`config.mk`:
```
export PLATFORM = sky130hd
export DESIGN_NAME = adder_op_sequencer
export DESIGN_NICKNAME = d
export VERILOG_FILES = /design/src/rtl/adder_seq_pkg.sv /design/src/rtl/adder_op_sequencer_settle_timer.sv /design/src/rtl/adder_op_sequencer.sv
export SDC_FILE = /design/constraint.sdc
export NUM_CORES = 1
export LEC_CHECK = 0
export ABC_AREA = 1
export CORE_ASPECT_RATIO = 0.75
export CORE_MARGIN = 2
export CORE_UTILIZATION = 29
export DETAILED_ROUTE_END_ITERATION = 10
export GPL_ROUTABILITY_DRIVEN = 0
export GPL_TIMING_DRIVEN = 0
export PLACE_DENSITY = 0.61
export SLEW_MARGIN = 10
export SYNTH_ARGS = -nofsm -noshare
export SYNTH_HDL_FRONTEND = slang
export SYNTH_SLANG_ARGS = --single-unit
```
`constraint.sdc`:
```
create_clock -name clk -period 3.7 [get_ports clk]
set_clock_uncertainty 0.05 [all_clocks]
set_input_delay 0.74 -clock clk [delete_from_list [all_inputs] [get_ports clk]]
set_output_delay 0.74 -clock clk [all_outputs]
set_load 0.01 [all_outputs]
```
`src/rtl/adder_seq_pkg.sv`:
```
// Shared types and default sizing for sequencers that wrap multi-cycle
// combinational stages (operand launch, settle, capture).
package adder_seq_pkg;

    // Default operand/sum width of the wrapped adder.
    localparam int DEF_WIDTH = 4;

    // Clock edges between operand launch and result capture. Two edges at a
    // 10-unit clock give 20 units, which covers the adder's 12-unit delay.
    localparam int DEF_SETTLE_CYCLES = 2;

    // Sequencer states:
    //   IDLE   - no transaction held, ready for new operands
    //   SETTLE - operands driven into the adder, waiting for it to settle
    //   HOLD   - result captured and presented downstream
    typedef enum logic [1:0] {
        IDLE   = 2'd0,
        SETTLE = 2'd1,
        HOLD   = 2'd2
    } state_e;

endpackage

```
`src/rtl/adder_op_sequencer_settle_timer.sv`:
```
// Load/decrement down-counter used to time the settle window of a
// combinational stage. done is high whenever the count has reached zero.
module settle_timer #(
    parameter int               CNT_W    = 2,
    parameter logic [CNT_W-1:0] LOAD_VAL = '0
) (
    input  logic             clk,
    input  logic             rst,
    input  logic             load,
    input  logic             dec,
    output logic             done,
    output logic [CNT_W-1:0] cnt
);

    logic [CNT_W-1:0] cnt_q;
    logic [CNT_W-1:0] cnt_d;

    // Next count: load wins over decrement; the counter never wraps below zero.
    always_comb begin
        cnt_d = cnt_q;
        if (load) begin
            cnt_d = LOAD_VAL;
        end else if (dec && (cnt_q != '0)) begin
            cnt_d = cnt_q - 1'b1;
        end
    end

    // Count register, cleared by synchronous reset.
    always_ff @(posedge clk) begin
        if (rst) begin
            cnt_q <= '0;
        end else begin
            cnt_q <= cnt_d;
        end
    end

    assign done = (cnt_q == '0);
    assign cnt  = cnt_q;

endmodule

```
`src/rtl/adder_op_sequencer.sv`:
```
// Wraps the combinational {co, sum} = a + b + ci adder. Operands are taken on a
// valid/ready input, registered onto add_*, held untouched for SETTLE_CYCLES
// clock edges so the adder's inertial delay never swallows an output event,
// then {add_co, add_sum} is captured and offered on a valid/ready output.
//
// Handshake rule (both ports): a transfer happens on a rising clk edge where
// valid and ready are both high. A source keeps valid and its payload steady
// until that transfer; valid never drops without a transfer. in_ready may
// depend combinationally on out_ready (accept-while-draining in HOLD); no
// other input reaches an output without passing through a register.
module adder_op_sequencer
    import adder_seq_pkg::*;
#(
    parameter int WIDTH         = DEF_WIDTH,
    parameter int SETTLE_CYCLES = DEF_SETTLE_CYCLES,
    parameter int CNT_W         = $clog2(SETTLE_CYCLES + 1)
) (
    input  logic             clk,
    input  logic             rst,
    // operand transaction in
    input  logic             in_valid,
    output logic             in_ready,
    input  logic [WIDTH-1:0] in_a,
    input  logic [WIDTH-1:0] in_b,
    input  logic             in_ci,
    // registered operands to the adder and its raw result
    output logic [WIDTH-1:0] add_a,
    output logic [WIDTH-1:0] add_b,
    output logic             add_ci,
    input  logic             add_co,
    input  logic [WIDTH-1:0] add_sum,
    // captured result out
    output logic             out_valid,
    input  logic             out_ready,
    output logic             out_co,
    output logic [WIDTH-1:0] out_sum,
    // current state, for observation only
    output state_e           dbg_state
);

    // Settle count loaded at launch. SETTLE_CYCLES must be at least 1; the
    // capture then lands exactly SETTLE_CYCLES edges after the launch edge.
    localparam logic [CNT_W-1:0] SETTLE_LOAD = CNT_W'(SETTLE_CYCLES - 1);

    state_e             state_q, state_d;
    logic [WIDTH-1:0]   add_a_q, add_a_d;
    logic [WIDTH-1:0]   add_b_q, add_b_d;
    logic               add_ci_q, add_ci_d;
    logic               out_valid_q, out_valid_d;
    logic               out_co_q, out_co_d;
    logic [WIDTH-1:0]   out_sum_q, out_sum_d;

    logic               accept;
    logic               timer_load;
    logic               timer_dec;
    logic               timer_done;
    logic [CNT_W-1:0]   timer_cnt;

    // Ready when empty, or when the held result is being drained this edge.
    assign in_ready = (state_q == IDLE) || ((state_q == HOLD) && out_ready);
    assign accept   = in_valid && in_ready;

    settle_timer #(
        .CNT_W    (CNT_W),
        .LOAD_VAL (SETTLE_LOAD)
    ) u_settle_timer (
        .clk  (clk),
        .rst  (rst),
        .load (timer_load),
        .dec  (timer_dec),
        .done (timer_done),
        .cnt  (timer_cnt)
    );

    // Next-state and datapath enables. add_* are only ever loaded on an
    // accept, which is what keeps the adder inputs quiet during SETTLE.
    always_comb begin
        state_d     = state_q;
        add_a_d     = add_a_q;
        add_b_d     = add_b_q;
        add_ci_d    = add_ci_q;
        out_valid_d = out_valid_q;
        out_co_d    = out_co_q;
        out_sum_d   = out_sum_q;
        timer_load  = 1'b0;
        timer_dec   = 1'b0;

        case (state_q)
            IDLE: begin
                if (accept) begin
                    add_a_d    = in_a;
                    add_b_d    = in_b;
                    add_ci_d   = in_ci;
                    timer_load = 1'b1;
                    state_d    = SETTLE;
                end
            end

            SETTLE: begin
                if (timer_done) begin
                    out_co_d    = add_co;
                    out_sum_d   = add_sum;
                    out_valid_d = 1'b1;
                    state_d     = HOLD;
                end else begin
                    timer_dec = 1'b1;
                end
            end

            HOLD: begin
                if (out_ready) begin
                    out_valid_d = 1'b0;
                    if (accept) begin
                        add_a_d    = in_a;
                        add_b_d    = in_b;
                        add_ci_d   = in_ci;
                        timer_load = 1'b1;
                        state_d    = SETTLE;
                    end else begin
                        state_d = IDLE;
                    end
                end
            end

            default: begin
                state_d = IDLE;
            end
        endcase
    end

    // State and data registers; reset discards any in-flight transaction.
    always_ff @(posedge clk) begin
        if (rst) begin
            state_q     <= IDLE;
            add_a_q     <= '0;
            add_b_q     <= '0;
            add_ci_q    <= 1'b0;
            out_valid_q <= 1'b0;
            out_co_q    <= 1'b0;
            out_sum_q   <= '0;
        end else begin
            state_q     <= state_d;
            add_a_q     <= add_a_d;
            add_b_q     <= add_b_d;
            add_ci_q    <= add_ci_d;
            out_valid_q <= out_valid_d;
            out_co_q    <= out_co_d;
            out_sum_q   <= out_sum_d;
        end
    end

    assign add_a     = add_a_q;
    assign add_b     = add_b_q;
    assign add_ci    = add_ci_q;
    assign out_valid = out_valid_q;
    assign out_co    = out_co_q;
    assign out_sum   = out_sum_q;
    assign dbg_state = state_q;

    // Upstream must keep a waiting transaction's operands steady.
    a_in_stable : assert property (@(posedge clk) disable iff (rst)
        (in_valid && !in_ready) |=> (!in_valid || $stable({in_a, in_b, in_ci})));

    // A presented result stays put until it is taken.
    a_out_hold : assert property (@(posedge clk) disable iff (rst)
        (out_valid && !out_ready) |=> (out_valid && $stable({out_co, out_sum})));

    // The settle counter is only non-zero while settling.
    a_cnt_idle : assert property (@(posedge clk) disable iff (rst)
        (state_q != SETTLE) |-> (timer_cnt == '0));

endmodule

```
==> results.md <==
* Status: complete, no violations
* Initial drt markers at 9
* Worst Max-Slew Pin Slew at 0.560 ns
* Largest net degree at the start of global routing at 11
* Most frequent cells in the layout: clkdlybuf4s50_1, nand2_1, dfxtp_1
* Worst hold path class: reg2reg
* Die ar. at 3510 sq um
* Cell Pwr Density at 374 nW/um^2
* Core area at 2910 sq um
* RSZ-0062 raised after global routing: no
* Fillers at 296
* Synth warn at 0
* Clk network pwr share at 0.282
* Crit path max fanout at 10
* Final Cycle Share at 0.818
* Max-slew headroom at 0.627
* CTS Hold Bufs at 0
* Seq/Total Area, Yosys at 0.430
* Period minus WS final at 3.02 ns
* Detailed-route DRC error count at 0
* Startpoint Class: primary input
* Mapped cell area at 885 sq um
* Clock Latency Late Sink at 0.25 ns
* Setup violations, final at 0
* Final WL at 1.90 mm
* Via total after detailed routing at 778
* Sink Count at 19
* Wire per inst at 9.98 um
* Sw Pwr at 0.000131 W
* H-tree depth at 1
* Initial antenna violation count at 0
* Switching Fraction at 0.267
* Longest Clk Path Bufs at 2
* Critical Path RT at 2.91 ns
* Vias in the first global route at 684
* Flops & latches, synth at 19
* Flop pwr share at 0.468
* # rows at 17
* Die width at 67.8 um
* First-pass GRT wire length at 3.08 mm
* Gr usage total at 0.114
* Initial Util at 0.304
* Area of the multi-input gates at 412 sq um
* Drt first pass iters at 3
* Grt ovf at 0
* # diodes at 0
* Synth Net Count at 133
* Internal Power at 0.000361 W
* Gate power share at 0.250
* Peak VDD IR at 0.000255 V
* Setup_tns at 0 ns
* Lkg Pwr at 0.561 nW
* Ports at 36
* CP arrival at 2.23 ns
* Area growth from synthesis to layout at 48.9%
* Die height at 51.8 um
* Final ANT Viol Nets at 0
* Worst setup EP type: primary output
* Vias/cell at 4.09
* Port bufs at 34
* CTS Buf Count at 3
* Cell area after placement at 1270 sq um
* Max Fclk at 331 MHz
* Resize count post-CTS at 0
* Fin area at 1320 sq um
* Layout cells sized above 1 at 0.184
* Register area at 380 sq um
* Hold Fails Final Rpt at 0
* Most common cell after layout, fill and taps aside: clkdlybuf4s50_1
* DP Wirelength at 1.49 mm
* Syn avg cell area at 7.76 sq um
* Final Net Count at 172
* Clk pin slew, worst setup/hold paths at 0.07 ns
* Final Max Slew Viols at 0
* Yosys cell types at 18
* # Post-CTS Setup Buffers at 0
* Setup Crit Path Kind: in2out
* Total of max-cap violations at 0
* CTS Root Cell: clkbuf_8
* Synth Instances at 114
* Total power after layout at 0.000492 W
* TritonCTS clock tree: built
-- kinds of logic after synthesis --
| family | count (synthesis) | synth area share |
|---|---|---|
| buf+inv | 21 | 0.105 |
| compound gates | 10 | 0.0693 |
| simple gates | 63 | 0.382 |
| fa+ha+maj | 1 | 0.0141 |
| flops | 19 | 0.430 |
-- sequential cells by signal, summed over array words and instances (netlist names) --
| register | count |
|---|---|
| add_ci | 1 |
| u_settle_timer.cnt | 2 |
| out_sum | 4 |
| out_valid | 1 |
| add_b | 4 |
| out_co | 1 |
| add_a | 4 |
| dbg_state | 2 |
-- path summary, 6_finish.rpt --
path / slack (ns) / to / start / cells past startpoint
worst max register to register: 2.36 / u_settle_timer.cnt[0] / u_settle_timer.cnt[0] / 8
worst max-delay path: 0.68 / in_ready / out_ready / 5
worst min register to register: 0.41 / out_co / out_co / 2
worst min-delay path: 0.41 / out_co / out_co / 2
-- per-layer routing --
layer	vias up	global-route usage	routed length, um
li1	431	-	-
met1	339	0.152	898
met2	6	0.185	934
met3	2	0.0346	43
met4	0	0.0200	20
met5	-	0	0
-- cell type report --
cell class,instances,share of cell area
inverters,18,0.0532
repair buffers,34,0.258
well taps,38,0.0361
multi-input cells,74,0.312
plain buffers,3,0.0171
clock buffers,4,0.0342
flip-flops and latches,19,0.289
-- cell usage after synthesis --
cell type,n,area share
a21oi_1,7,0.040
dfxtp_1,19,0.43
buf_6,1,0.013
nand2_2,1,0.0071
ha_1,1,0.014
buf_4,1,0.0085
inv_1,15,0.064
nand3_2,10,0.11
nor2_1,18,0.076
nand3_1,9,0.051
nor2_2,4,0.028
inv_2,2,0.0085
nor2_4,2,0.025
o21ai_2,1,0.0099
a21oi_2,2,0.020
clkbuf_1,1,0.0042
nand2_1,19,0.081
inv_4,1,0.0071
-- through the flow --
stage | worst slack, ns | cells | util | hold slack, ns
after floorplan | 1.83 | 114 | - | 0.436
after global placement | 0.671 | 186 | 0.437 | 0.400
after detailed placement | 0.668 | 186 | 0.437 | 0.406
after CTS | 0.663 | 190 | 0.452 | 0.415
after global routing | 0.613 | 190 | 0.452 | 0.422
final | 0.675 | 190 | 0.452 | 0.413
-- power by group through the flow --
stage / Combinational, W / Sequential, W / Clock, W
global placement: 0.000123 / 0.000235 / 0
CTS: 0.000125 / 0.000231 / 0.000145
floorplan: 0.0000595 / 0.000241 / 0
finish: 0.000123 / 0.000230 / 0.000139
detailed placement: 0.000125 / 0.000235 / 0
global route: 0.000136 / 0.000232 / 0.000154
-- critical path: stages --
cell	delay, ns
clkdlybuf4s50_1	0.52
inv_1	0.08
a21oi_2	0.16
buf_6	0.18
clkdlybuf4s50_1	0.55
Note: power is estimated with default switching activity, not from simulation.
